## src/rtl/vector_hazard_controller_if.sv

```systemverilog
// Hazard/forwarding bundle between the pipeline and vector_hazard_controller.
// master = pipeline side, slave = controller side.
interface vector_hazard_controller_if #(
  parameter int ADDRESSWIDTH = 4
);
  logic                    writeEnableScalarM;
  logic                    writeEnableScalarWB;
  logic                    writeEnableVectorM;
  logic                    writeEnableVectorWB;
  logic                    isScalarD;
  logic                    isScalarE;
  logic                    isScalarM;
  logic                    isScalarWB;
  logic                    isVectorScalarD;
  logic                    isVectorScalarE;
  logic                    loadE;
  logic                    takeBranchE;
  logic                    multiCycleE;
  logic [ADDRESSWIDTH-1:0] writeAddressE;
  logic [ADDRESSWIDTH-1:0] writeAddressM;
  logic [ADDRESSWIDTH-1:0] writeAddressWB;
  logic [ADDRESSWIDTH-1:0] reg1ReadAddressD;
  logic [ADDRESSWIDTH-1:0] reg2ReadAddressD;
  logic [ADDRESSWIDTH-1:0] reg1ReadAddressE;
  logic [ADDRESSWIDTH-1:0] reg2ReadAddressE;
  logic [1:0]              data1ScalarFwdE;
  logic [1:0]              data2ScalarFwdE;
  logic [1:0]              data1VectorFwdE;
  logic [1:0]              data2VectorFwdE;
  logic                    stallF;
  logic                    stallD;
  logic                    stallE;
  logic                    flushD;
  logic                    flushE;
  logic                    flushM;
  logic                    holdOperandsE;
  logic                    busyE;

  modport master (
    output writeEnableScalarM, writeEnableScalarWB,
    output writeEnableVectorM, writeEnableVectorWB,
    output isScalarD, isScalarE, isScalarM, isScalarWB,
    output isVectorScalarD, isVectorScalarE,
    output loadE, takeBranchE, multiCycleE,
    output writeAddressE, writeAddressM, writeAddressWB,
    output reg1ReadAddressD, reg2ReadAddressD,
    output reg1ReadAddressE, reg2ReadAddressE,
    input  data1ScalarFwdE, data2ScalarFwdE,
    input  data1VectorFwdE, data2VectorFwdE,
    input  stallF, stallD, stallE,
    input  flushD, flushE, flushM,
    input  holdOperandsE, busyE
  );

  modport slave (
    input  writeEnableScalarM, writeEnableScalarWB,
    input  writeEnableVectorM, writeEnableVectorWB,
    input  isScalarD, isScalarE, isScalarM, isScalarWB,
    input  isVectorScalarD, isVectorScalarE,
    input  loadE, takeBranchE, multiCycleE,
    input  writeAddressE, writeAddressM, writeAddressWB,
    input  reg1ReadAddressD, reg2ReadAddressD,
    input  reg1ReadAddressE, reg2ReadAddressE,
    output data1ScalarFwdE, data2ScalarFwdE,
    output data1VectorFwdE, data2VectorFwdE,
    output stallF, stallD, stallE,
    output flushD, flushE, flushM,
    output holdOperandsE, busyE
  );
endinterface

```

## src/rtl/vector_hazard_controller.sv

```systemverilog
// Scalar/vector forwarding, load-use stall, branch flush and multi-cycle hold.
// Optional HAZARD_PERF_COUNTERS_EN adds saturating stall/flush counters.
module vector_hazard_controller #(
  parameter int ADDRESSWIDTH = 4,
  parameter int MULCYCLES    = 3,
  parameter int CNTWIDTH     = 4
) (
  input logic                       clk,
  input logic                       reset,
  vector_hazard_controller_if.slave hz
`ifdef HAZARD_PERF_COUNTERS_EN
  ,
  output logic [31:0]               stallCycleCount,
  output logic [31:0]               flushCount
`endif
);
  typedef enum logic {IDLE, BUSY} state_t;

  localparam bit MC_EN = (MULCYCLES > 1);
  localparam logic [CNTWIDTH-1:0] CNT_INIT =
    CNTWIDTH'(MC_EN ? MULCYCLES - 2 : 0);

  typedef logic [ADDRESSWIDTH-1:0] addr_t;

  state_t              state, state_n;
  logic [CNTWIDTH-1:0] cnt, cnt_n;

  addr_t wa_e, wa_m, wa_wb, r1_d, r2_d, r1_e, r2_e;
  assign wa_e  = hz.writeAddressE;
  assign wa_m  = hz.writeAddressM;
  assign wa_wb = hz.writeAddressWB;
  assign r1_d  = hz.reg1ReadAddressD;
  assign r2_d  = hz.reg2ReadAddressD;
  assign r1_e  = hz.reg1ReadAddressE;
  assign r2_e  = hz.reg2ReadAddressE;

  logic src_s_m, src_s_wb, src_v_m, src_v_wb;
  assign src_s_m  = hz.writeEnableScalarM  & hz.isScalarM;
  assign src_s_wb = hz.writeEnableScalarWB & hz.isScalarWB;
  assign src_v_m  = hz.writeEnableVectorM  & ~hz.isScalarM;
  assign src_v_wb = hz.writeEnableVectorWB & ~hz.isScalarWB;

  logic use_s1, use_s2, use_v1, use_v2;
  assign use_s1 = hz.isScalarE;
  assign use_s2 = hz.isScalarE | hz.isVectorScalarE;
  assign use_v1 = ~hz.isScalarE;
  assign use_v2 = ~hz.isScalarE & ~hz.isVectorScalarE;

  // M beats WB: it holds the younger result
  function automatic logic [1:0] sel(
    input logic use_op,
    input logic hit_m,
    input logic hit_wb
  );
    sel = 2'b00;
    if (use_op && hit_m)       sel = 2'b10;
    else if (use_op && hit_wb) sel = 2'b01;
  endfunction

  logic ld_s1, ld_s2, ld_v1, ld_v2, ld_hit, load_stall, start;
  assign ld_s1 = hz.isScalarD & hz.isScalarE & (r1_d == wa_e);
  assign ld_s2 = (hz.isScalarD | hz.isVectorScalarD)
               & hz.isScalarE & (r2_d == wa_e);
  assign ld_v1 = ~hz.isScalarD & ~hz.isScalarE & (r1_d == wa_e);
  assign ld_v2 = ~hz.isScalarD & ~hz.isVectorScalarD
               & ~hz.isScalarE & (r2_d == wa_e);
  assign ld_hit     = ld_s1 | ld_s2 | ld_v1 | ld_v2;
  assign load_stall = hz.loadE & ld_hit & (state == IDLE);
  assign start      = MC_EN & hz.multiCycleE & ~hz.takeBranchE;

  assign hz.busyE = (state == BUSY);

  always_comb begin
    state_n             = state;
    cnt_n               = cnt;
    hz.stallF           = 1'b0;
    hz.stallD           = 1'b0;
    hz.stallE           = 1'b0;
    hz.flushD           = 1'b0;
    hz.flushE           = 1'b0;
    hz.flushM           = 1'b0;
    hz.holdOperandsE    = 1'b0;
    hz.data1ScalarFwdE  = sel(use_s1, src_s_m & (wa_m == r1_e),
                              src_s_wb & (wa_wb == r1_e));
    hz.data2ScalarFwdE  = sel(use_s2, src_s_m & (wa_m == r2_e),
                              src_s_wb & (wa_wb == r2_e));
    hz.data1VectorFwdE  = sel(use_v1, src_v_m & (wa_m == r1_e),
                              src_v_wb & (wa_wb == r1_e));
    hz.data2VectorFwdE  = sel(use_v2, src_v_m & (wa_m == r2_e),
                              src_v_wb & (wa_wb == r2_e));
    unique case (state)
      IDLE: begin
        if (start) begin
          hz.stallF = 1'b1;
          hz.stallD = 1'b1;
          hz.stallE = 1'b1;
          hz.flushM = 1'b1;
          cnt_n     = CNT_INIT;
          state_n   = BUSY;
        end else begin
          hz.stallF = load_stall;
          hz.stallD = load_stall;
          hz.flushE = load_stall | hz.takeBranchE;
          hz.flushD = hz.takeBranchE;
        end
      end
      BUSY: begin
        hz.holdOperandsE = 1'b1;
        if (cnt != '0) begin
          hz.stallF = 1'b1;
          hz.stallD = 1'b1;
          hz.stallE = 1'b1;
          hz.flushM = 1'b1;
          cnt_n     = cnt - 1'b1;
        end else begin
          state_n = IDLE;
        end
      end
      default: state_n = IDLE;
    endcase
    // reset aborts any op in flight and bubbles every stage
    if (reset) begin
      hz.stallF          = 1'b0;
      hz.stallD          = 1'b0;
      hz.stallE          = 1'b0;
      hz.flushD          = 1'b1;
      hz.flushE          = 1'b1;
      hz.flushM          = 1'b1;
      hz.holdOperandsE   = 1'b0;
      hz.data1ScalarFwdE = 2'b00;
      hz.data2ScalarFwdE = 2'b00;
      hz.data1VectorFwdE = 2'b00;
      hz.data2VectorFwdE = 2'b00;
    end
  end

  always_ff @(posedge clk) begin
    if (reset) begin
      state <= IDLE;
      cnt   <= '0;
    end else begin
      state <= state_n;
      cnt   <= cnt_n;
    end
  end

`ifdef HAZARD_PERF_COUNTERS_EN
  always_ff @(posedge clk) begin
    if (reset) begin
      stallCycleCount <= '0;
      flushCount      <= '0;
    end else begin
      if (hz.stallF && stallCycleCount != '1)
        stallCycleCount <= stallCycleCount + 32'd1;
      if ((hz.flushE || hz.flushD) && flushCount != '1)
        flushCount <= flushCount + 32'd1;
    end
  end
`endif
endmodule

```

## src/flat_wrapper.sv

```systemverilog
// flat-port wrapper written by rule: the top's interface ports become plain ports
module vector_hazard_controller_flat 
#(
  parameter int ADDRESSWIDTH = 4,
  parameter int MULCYCLES    = 3,
  parameter int CNTWIDTH     = 4
)
  (clk, reset, hz_writeEnableScalarM, hz_writeEnableScalarWB, hz_writeEnableVectorM, hz_writeEnableVectorWB, hz_isScalarD, hz_isScalarE, hz_isScalarM, hz_isScalarWB, hz_isVectorScalarD, hz_isVectorScalarE, hz_loadE, hz_takeBranchE, hz_multiCycleE, hz_writeAddressE, hz_writeAddressM, hz_writeAddressWB, hz_reg1ReadAddressD, hz_reg2ReadAddressD, hz_reg1ReadAddressE, hz_reg2ReadAddressE, hz_data1ScalarFwdE, hz_data2ScalarFwdE, hz_data1VectorFwdE, hz_data2VectorFwdE, hz_stallF, hz_stallD, hz_stallE, hz_flushD, hz_flushE, hz_flushM, hz_holdOperandsE, hz_busyE);
  vector_hazard_controller_if #(.ADDRESSWIDTH(ADDRESSWIDTH)) hz_i ();
  input logic clk;
  input logic reset;
  input wire logic [$bits(hz_i.writeEnableScalarM)-1:0] hz_writeEnableScalarM;
  input wire logic [$bits(hz_i.writeEnableScalarWB)-1:0] hz_writeEnableScalarWB;
  input wire logic [$bits(hz_i.writeEnableVectorM)-1:0] hz_writeEnableVectorM;
  input wire logic [$bits(hz_i.writeEnableVectorWB)-1:0] hz_writeEnableVectorWB;
  input wire logic [$bits(hz_i.isScalarD)-1:0] hz_isScalarD;
  input wire logic [$bits(hz_i.isScalarE)-1:0] hz_isScalarE;
  input wire logic [$bits(hz_i.isScalarM)-1:0] hz_isScalarM;
  input wire logic [$bits(hz_i.isScalarWB)-1:0] hz_isScalarWB;
  input wire logic [$bits(hz_i.isVectorScalarD)-1:0] hz_isVectorScalarD;
  input wire logic [$bits(hz_i.isVectorScalarE)-1:0] hz_isVectorScalarE;
  input wire logic [$bits(hz_i.loadE)-1:0] hz_loadE;
  input wire logic [$bits(hz_i.takeBranchE)-1:0] hz_takeBranchE;
  input wire logic [$bits(hz_i.multiCycleE)-1:0] hz_multiCycleE;
  input wire logic [$bits(hz_i.writeAddressE)-1:0] hz_writeAddressE;
  input wire logic [$bits(hz_i.writeAddressM)-1:0] hz_writeAddressM;
  input wire logic [$bits(hz_i.writeAddressWB)-1:0] hz_writeAddressWB;
  input wire logic [$bits(hz_i.reg1ReadAddressD)-1:0] hz_reg1ReadAddressD;
  input wire logic [$bits(hz_i.reg2ReadAddressD)-1:0] hz_reg2ReadAddressD;
  input wire logic [$bits(hz_i.reg1ReadAddressE)-1:0] hz_reg1ReadAddressE;
  input wire logic [$bits(hz_i.reg2ReadAddressE)-1:0] hz_reg2ReadAddressE;
  output wire logic [$bits(hz_i.data1ScalarFwdE)-1:0] hz_data1ScalarFwdE;
  output wire logic [$bits(hz_i.data2ScalarFwdE)-1:0] hz_data2ScalarFwdE;
  output wire logic [$bits(hz_i.data1VectorFwdE)-1:0] hz_data1VectorFwdE;
  output wire logic [$bits(hz_i.data2VectorFwdE)-1:0] hz_data2VectorFwdE;
  output wire logic [$bits(hz_i.stallF)-1:0] hz_stallF;
  output wire logic [$bits(hz_i.stallD)-1:0] hz_stallD;
  output wire logic [$bits(hz_i.stallE)-1:0] hz_stallE;
  output wire logic [$bits(hz_i.flushD)-1:0] hz_flushD;
  output wire logic [$bits(hz_i.flushE)-1:0] hz_flushE;
  output wire logic [$bits(hz_i.flushM)-1:0] hz_flushM;
  output wire logic [$bits(hz_i.holdOperandsE)-1:0] hz_holdOperandsE;
  output wire logic [$bits(hz_i.busyE)-1:0] hz_busyE;
  assign hz_i.writeEnableScalarM = hz_writeEnableScalarM;
  assign hz_i.writeEnableScalarWB = hz_writeEnableScalarWB;
  assign hz_i.writeEnableVectorM = hz_writeEnableVectorM;
  assign hz_i.writeEnableVectorWB = hz_writeEnableVectorWB;
  assign hz_i.isScalarD = hz_isScalarD;
  assign hz_i.isScalarE = hz_isScalarE;
  assign hz_i.isScalarM = hz_isScalarM;
  assign hz_i.isScalarWB = hz_isScalarWB;
  assign hz_i.isVectorScalarD = hz_isVectorScalarD;
  assign hz_i.isVectorScalarE = hz_isVectorScalarE;
  assign hz_i.loadE = hz_loadE;
  assign hz_i.takeBranchE = hz_takeBranchE;
  assign hz_i.multiCycleE = hz_multiCycleE;
  assign hz_i.writeAddressE = hz_writeAddressE;
  assign hz_i.writeAddressM = hz_writeAddressM;
  assign hz_i.writeAddressWB = hz_writeAddressWB;
  assign hz_i.reg1ReadAddressD = hz_reg1ReadAddressD;
  assign hz_i.reg2ReadAddressD = hz_reg2ReadAddressD;
  assign hz_i.reg1ReadAddressE = hz_reg1ReadAddressE;
  assign hz_i.reg2ReadAddressE = hz_reg2ReadAddressE;
  assign hz_data1ScalarFwdE = hz_i.data1ScalarFwdE;
  assign hz_data2ScalarFwdE = hz_i.data2ScalarFwdE;
  assign hz_data1VectorFwdE = hz_i.data1VectorFwdE;
  assign hz_data2VectorFwdE = hz_i.data2VectorFwdE;
  assign hz_stallF = hz_i.stallF;
  assign hz_stallD = hz_i.stallD;
  assign hz_stallE = hz_i.stallE;
  assign hz_flushD = hz_i.flushD;
  assign hz_flushE = hz_i.flushE;
  assign hz_flushM = hz_i.flushM;
  assign hz_holdOperandsE = hz_i.holdOperandsE;
  assign hz_busyE = hz_i.busyE;
  vector_hazard_controller #(.ADDRESSWIDTH(ADDRESSWIDTH), .MULCYCLES(MULCYCLES), .CNTWIDTH(CNTWIDTH)) u_core (.clk(clk), .reset(reset), .hz(hz_i));
endmodule
```

## config.mk

```make
export PLATFORM = sky130hd
export DESIGN_NAME = vector_hazard_controller_flat
export DESIGN_NICKNAME = d
export VERILOG_FILES = /design/src/rtl/vector_hazard_controller_if.sv /design/src/rtl/vector_hazard_controller.sv /design/src/flat_wrapper.sv
export SDC_FILE = /design/constraint.sdc
export NUM_CORES = 1
export LEC_CHECK = 0
export CORE_MARGIN = 10
export CORE_UTILIZATION = 25
export CTS_BUF_LIST = sky130_fd_sc_hd__clkbuf_4 sky130_fd_sc_hd__clkbuf_8 sky130_fd_sc_hd__clkbuf_16
export CTS_CLUSTER_DIAMETER = 200
export DETAILED_ROUTE_END_ITERATION = 12
export GPL_ROUTABILITY_DRIVEN = 0
export PLACE_DENSITY = 0.67
export SLEW_MARGIN = 20
export SYNTH_ARGS = -nofsm -noshare
export SYNTH_HDL_FRONTEND = slang
export SYNTH_SLANG_ARGS = --single-unit
```

## constraint.sdc

```tcl
create_clock -name clk -period 2 [get_ports clk]
set_input_delay 0.6 -clock clk [delete_from_list [all_inputs] [get_ports clk]]
set_output_delay 0.6 -clock clk [all_outputs]
set_load 0.05 [all_outputs]
```

==> results by group, run 1 <==
Routing
  – Routed WL: 3.673 mm
  – Top Metal Used: met4
  – Post-route ant nets: 0
  – Drt drc: 0
  – DR WL met3: 304 microns
  – Met1 WL: 1.346 mm
  – WL/cell: 17.24 microns
  – Vias: 1029
  – Violation count after the first detailed-routing iteration: 53
  – DRT Pass-1 Iters: 3
  – Via/cell ratio: 4.831
  – Met2 wire length: 2.003 mm

Yosys
  – Top FF cell, synth: dfxtp_1
  – Seq cells post-synth: 5
  – Number of synthesized flops with an enable pin: 0
  – Syn_area_per_cell: 7.752 sq um
  – Unique masters post-synth: 28
  – Cells taking the most area after synthesis: xnor2_1 20%, dfxtp_1 14%, xor2_1 12%
  – Cell area after synthesis: 713.2 sq um
  – Cells after Synth: 92
  – Post-Syn Nets: 137
  – Sequential fraction of the synthesis area: 14.04%
  – Most frequent cell after synthesis: xnor2_1
  – Ys async rst share: 0%
  – Yosys warnings: 0
  – Most frequent cells after synthesis: 16 x xnor2_1, 12 x nor2_1, 10 x xor2_1
  – Synth area leader: xnor2_1
  – Top cell type's share of synthesized area: 19.65%

Setup path
  – Worst Path Arrival: 1.90 ns
  – Crit Path Class: register to primary output
  – Critical path required time: 1.40 ns
  – Crit start category: register
  – Crit path max fanout: 2
  – Critical Path Sink Type: primary output

Clock network
  – Inserted Clock Buffers: 3
  – Clock root buffer master: clkbuf_4
  – # clock sinks: 5
  – CTS tree: built
  – Clock buffer depth: 2
  – Later-pin clock latency in the skew report: 0.24 ns
  – H-tree depth: 1
  – Reg clk slew, reported paths: 0.05 ns

Cells and area
  – Layout area overhead: 193.2%
  – Core Util, Final: 76.48%
  – Design area: 2091 sq um
  – Sequential Area: 102.6 sq um
  – Fill cells: 162
  – Nets: 227
  – Footprint of the multi-input gates: 969.7 sq um
  – Share of cells above drive strength 1: 70.72%

Floorplan
  – Rows: 19
  – Die height: 73.41 microns
  – Die footprint: 5389 sq um
  – Initial Utilization: 26.09%
  – I/O pins: 59
  – Core area: 2734 sq um
  – Die Wd: 73.41 microns

Global route
  – Vias in the first global route: 1100
  – Grt ovf: 0
  – Gr usage total: 12.85%
  – Largest net degree at the start of global routing: 12
  – First-pass GRT wire length: 5.526 mm
  – Initial antenna violation count: 1

STA
  – Fin Clk Skew: 0.002702 ns
  – Final Max Tran Viols: 0
  – Final Hold Fails: 0
  – Hold_ws: 0.4903 ns
  – Fin crit share: 124.9%
  – Worst-Margin Slew: 0.3018 ns
  – PnR worst setup slack: -0.4984 ns
  – Total negative setup slack: -3.784 ns
  – RSZ-0062 raised after global routing: true
  – Slew headroom: 79.73%
  – Crit path time final: 2.498 ns
  – Fmax: 0.4003 GHz
  – Final Setup Violations: 13

Place
  – Port Buffers: 58
  – DP HPWL: 2.851 mm
  – Dpl cell area: 1752 sq um

Outcome
  – Outcome: complete, but fails checks
  – Violated checks: negative setup slack

Run
  – Max-Cap Viols: 0

Power
  – Pwr per Cell Area: 336.3 nW/um^2
  – Worst VDD drop: 0.0004400 V
  – Leak: 0.0008741 uW

Min path
  – Hold crit path type: register to register
## where the power goes
part,internal [uW],switching [uW],total (uW)
Sequential,109,6.83,115
Combinational,245,210,455
Clock,89.1,43.9,133
Total,443,260,703
## routing by layer
metal | vias to the layer above | GRT usage (%)
li1 | 506 | -
met5 | - | 0
met4 | 0 | 3.106
met1 | 486 | 14.71
met2 | 35 | 22.16
met3 | 2 | 4.576
## through the flow
| stage | total power, uW | cells | worst slack, ns |
|---|---|---|---|
| finish | 703.1 | 213 | -0.4984 |
| global route | 745.6 | 213 | -0.5415 |
| CTS | 671.1 | 208 | -0.4768 |
| detailed placement | 489.9 | 199 | -0.8051 |
| global placement | 480.8 | 199 | -0.7192 |
| floorplan | 292.8 | 92 | -0.6801 |
## worst max-delay path: stages, from the launching register on
cell and delay (ns):
dfxtp_2 0.32, inv_2 0.07, ha_4 0.12, or3b_4 0.39, a21oi_4 0.19, nor2_4 0.05, nand3b_1 0.28, buf_12 0.23
## kinds of logic (layout without fill, tap and decap cells)
logic type | count (synthesis) | after routing | share of synthesized area (%)
simple gates | 45 | 45 | 38.07
flops | 5 | 5 | 14.04
xor+xnor | 26 | 26 | 31.93
compound gates | 8 | 8 | 8.775
other cells | 0 | 1 | 0
fa+ha+maj | 2 | 2 | 3.508
buf+inv | 6 | 95 | 3.683
## path summary, 6_finish.rpt
kind,slack [ns],endpoint,cells after the start,startpoint
worst max-delay path,-0.50,hz_stallF,7,u_core.cnt[0]$_SDFFE_PP0P_
worst max register to register,0.35,u_core.cnt[1]$_SDFFE_PP0P_,7,u_core.cnt[0]$_SDFFE_PP0P_
worst min register to register,0.49,u_core.cnt[3]$_SDFFE_PP0P_,2,u_core.cnt[3]$_SDFFE_PP0P_
worst min-delay path,0.49,u_core.cnt[3]$_SDFFE_PP0P_,2,u_core.cnt[3]$_SDFFE_PP0P_
## cell type report
type	instances	share of cell area [%]
diodes	1	0.1197
inverters	4	0.7181
clock buffers	4	1.436
well taps	31	1.855
flip-flops and latches	5	4.907
repair buffers	87	44.58
multi-input cells	81	46.38
## cells in the final DEF, fill, tap and decap left out, types with 3 or more instances in the layout
cell / n
buf_4: 24
buf_6: 17
buf_2: 15
buf_12: 15
xnor2_2: 11
xor2_1: 8
nor2_1: 6
buf_8: 6
nor4_4: 5
dlygate4sd2_1: 5
nand4_1: 4
nor2_4: 4
clkbuf_4: 4
clkdlybuf4s15_1: 4
xnor2_1: 3
nand3b_1: 3
dfxtp_1: 3
## flip-flops by register name, indices dropped and copies added, names as in the netlist
| name | count |
|---|---|
| u_core.cnt | 4 |
| u_core.hz.busyE | 1 |
## repair_timing
item / in CTS / in global routing
hold buffers: 0 / 0
endpoints found under the setup margin: 15 / 13
buffers inserted: 5 / 5
pin swaps: 43 / 15
resized for setup: 198 / 23
hold endpoints to repair: 0 / 0
Note: power is estimated with default switching activity, not from simulation.
==> run 2, diff against run 1 <==
- CTS_BUF_LIST: sky130_fd_sc_hd__clkbuf_4 sky130_fd_sc_hd__clkbuf_8 sky130_fd_sc_hd__clkbuf_16 -> default
- PLACE_DENSITY: 0.67 -> default
- clock period: 2 -> 3.2 ns (I/O delays scaled with it)
==> results by group, run 2 (synthesis results as in run 1) <==
Setup path
  – CP startpoint: hz_reg2ReadAddressE[1] (was u_core.cnt[0]$_SDFFE_PP0P_)
  – Worst path max stage delay: 0.27 ns (was 0.39 ns)
  – R2R setup slack: 1.42 ns (was 0.35 ns)
  – Reg2Reg Depth: 7 (unchanged)
  – Critical Path Sink Type: primary output (unchanged)
  – Critical path required time: 2.24 ns (was 1.40 ns)
  – Crit path max fanout: 2 (unchanged)
  – Cells along the critical path: dlygate4sd2_1 -> xnor2_1 -> nand4_1 -> buf_6 -> nor4_4 -> buf_12 (was inv_2 -> ha_4 -> or3b_4 -> a21oi_4 -> nor2_4 -> nand3b_1 -> buf_12)
  – Worst R2R Start: u_core.cnt[0]$_SDFFE_PP0P_ (unchanged)
  – Crit path max-delay cell type: dlygate4sd2_1 (was or3b_4)
  – Worst Path Arrival: 2.16 ns (was 1.90 ns)
  – Crit Path Class: input port to primary output (was register to primary output)
  – Crit start category: input port (was register)
  – Crit Reg-Reg Endpoint: u_core.cnt[1]$_SDFFE_PP0P_ (unchanged)

Routing
  – WL/cell: 16.38 microns (was 17.24 microns)
  – Via/cell ratio: 4.859 (was 4.831)
  – Drt drc: 0 (unchanged)
  – Post-route ant nets: 0 (unchanged)
  – Vias: 962 (was 1029)
  – DRT Pass-1 Iters: 4 (was 3)
  – Routed WL: 3.243 mm (was 3.673 mm)
  – Violation count after the first detailed-routing iteration: 41 (was 53)

Cells and area
  – Layout area overhead: 144.0% (was 193.2%)
  – Most common cell after layout, fill and taps aside: dlygate4sd2_1 (was buf_4)
  – Nets: 213 (was 227)
  – Fill cells: 229 (was 162)
  – Antenna diode count: 0 (was 1)
  – Share of cells above drive strength 1: 36.53% (was 70.72%)
  – Max FFs per register: 4 (unchanged)
  – Most frequent cells in the layout: 16 x dlygate4sd2_1, 15 x xnor2_1, 15 x buf_12 (was 24 x buf_4, 17 x buf_6, 15 x buf_2, 15 x buf_12, 11 x xnor2_2)
  – Biggest register: u_core.cnt (unchanged)

Outcome
  – Outcome: finished clean (was complete, but fails checks)

Min path
  – Hold_sp: u_core.cnt[2]$_SDFFE_PP0P_ (was u_core.cnt[3]$_SDFFE_PP0P_)
  – Worst Hold Depth: 2 (unchanged)
  – Hold crit path type: register to register (unchanged)
  – WHS Endpoint: u_core.cnt[2]$_SDFFE_PP0P_ (was u_core.cnt[3]$_SDFFE_PP0P_)

Global route
  – Initial antenna violation count: 0 (was 1)
  – Vias in the first global route: 1122 (was 1100)
  – Grt ovf: 0 (unchanged)
  – First-pass GRT wire length: 4.988 mm (was 5.526 mm)
  – Gr usage total: 11.41% (was 12.85%)
  – Largest net degree at the start of global routing: 10 (was 12)

STA
  – Worst-Margin Slew: 0.4985 ns (was 0.3018 ns)
  – Fin Clk Skew: 0.0001361 ns (was 0.002702 ns)
  – Total negative setup slack: 0 ns (was -3.784 ns)
  – Final Hold Fails: 0 (unchanged)
  – Crit path time final: 3.124 ns
  – PnR worst setup slack: 0.07581 ns (was -0.4984 ns)
  – Final Setup Violations: 0 (was 13)
  – Final Max Tran Viols: 0 (unchanged)
  – Fin crit share: 97.63%
  – RSZ-0062 raised after global routing: false (was true)
  – Slew headroom: 66.66% (was 79.73%)
  – Fmax: 0.3201 GHz

Power
  – Worst VDD drop: 0.0001830 V (was 0.0004400 V)
  – Pwr per Cell Area: 209.4 nW/um^2 (was 336.3 nW/um^2)
  – Leak: 0.0007482 uW (was 0.0008741 uW)
  – Power after layout: 364.4 uW (was 703.1 uW)

Place
  – DP HPWL: 2.819 mm (was 2.851 mm)
  – Dpl ws: -0.3387 ns (was -0.8051 ns)
  – Port Buffers: 58 (unchanged)

Floorplan
  – Die Wd: 73.41 microns (unchanged)
  – Initial Utilization: 26.09% (unchanged)
  – I/O pins: 59 (unchanged)
  – Die height: 73.41 microns (unchanged)
  – Die footprint: 5389 sq um (unchanged)
  – Rows: 19 (unchanged)
  – Core area: 2734 sq um (unchanged)

Run
  – Max-Cap Viols: 0 (unchanged)

Clock network
  – Reg clk slew, reported paths: 0.04 ns (was 0.05 ns)
  – H-tree depth: 1 (unchanged)
  – Inserted Clock Buffers: 3 (unchanged)
  – Clock root buffer master: clkbuf_4 (unchanged)
  – Clock buffer depth: 2 (unchanged)
  – # clock sinks: 5 (unchanged)
  – Hold buffer count at cts: 0 (unchanged)
  – CTS tree: built (unchanged)
  – Later-pin clock latency in the skew report: 0.24 ns (about the same)
==> run 2: cell types whose count changed in the layout (fill, tap and decap cells not counted), sizes merged <==
cell / delta
clkdlybuf4s15: +2
dlymetal6s2s: +7
buf: -46
clkdlybuf4s50: +6
clkbuf: +6
diode: -1
dlygate4sd2: +11
==> run 2: worst max-delay path by stage <==
stage,endpoint,slack (ns),cells past startpoint
floorplan,hz_data2VectorFwdE[0],-0.16,2
global placement,hz_data2VectorFwdE[0],-0.27,4
detailed placement,hz_data2VectorFwdE[0],-0.34,4
CTS,hz_data2VectorFwdE[1],0.001,4
global route,hz_stallD,0.0004,6
finish,hz_data2VectorFwdE[0],0.08,6
==> run 2: routing by layer <==
layer	vias to the layer above	track usage (%)	share of wire, %
li1	474	-	-
met1	446	10.47	33
met2	40	22.16	55
met3	2	5.653	11
met4	0	1.863	0.65
met5	-	0	0
==> run 2: metrics by stage <==
stage	cells	cell area (sq um)	utilization (%)	hold slack, ns
2_1_floorplan	92	808.3	-	0.4573
5_1_grt	198	1740	63.66	0.5150
4_1_cts	198	1723	63.02	0.4999
3_5_place_dp	191	1652	60.41	0.4889
3_3_place_gp	191	1652	60.41	0.4707
6_report	198	1740	63.66	0.4981
==> run 2: timing repair <==
action / in CTS / in global routing
gates cloned: 0 / 0
resized for setup: 50 / 24
buffers inserted: 3 / 0
setup endpoints to repair: 11 / 9
pin swaps: 22 / 19
hold endpoints to repair: 0 / 0
==> run 2: cell type report <==
| class | instances | area [sq um] | area share, % |
|---|---|---|---|
| repair buffers | 73 | 813.3 | 46.73 |
| well taps | 31 | 38.79 | 2.229 |
| multi-input cells | 81 | 747.0 | 42.92 |
| inverters | 4 | 15.01 | 0.8627 |
| flip-flops and latches | 5 | 100.1 | 5.751 |
| clock buffers | 4 | 26.28 | 1.510 |
==> run 2: worst max-delay path, delay by kind of cell <==
family	cells	cell delay [ns]
xor gates and xnor gates	1	0.18
buffers and inverters	3	0.61
and+or+nand+nor	2	0.40
==> run 2: power breakdown <==
group          internal [uW]  total, uW  switching, uW
combinational            111        219            107
clock                   47.2       73.9           26.7
sequential              67.5       71.9           4.45
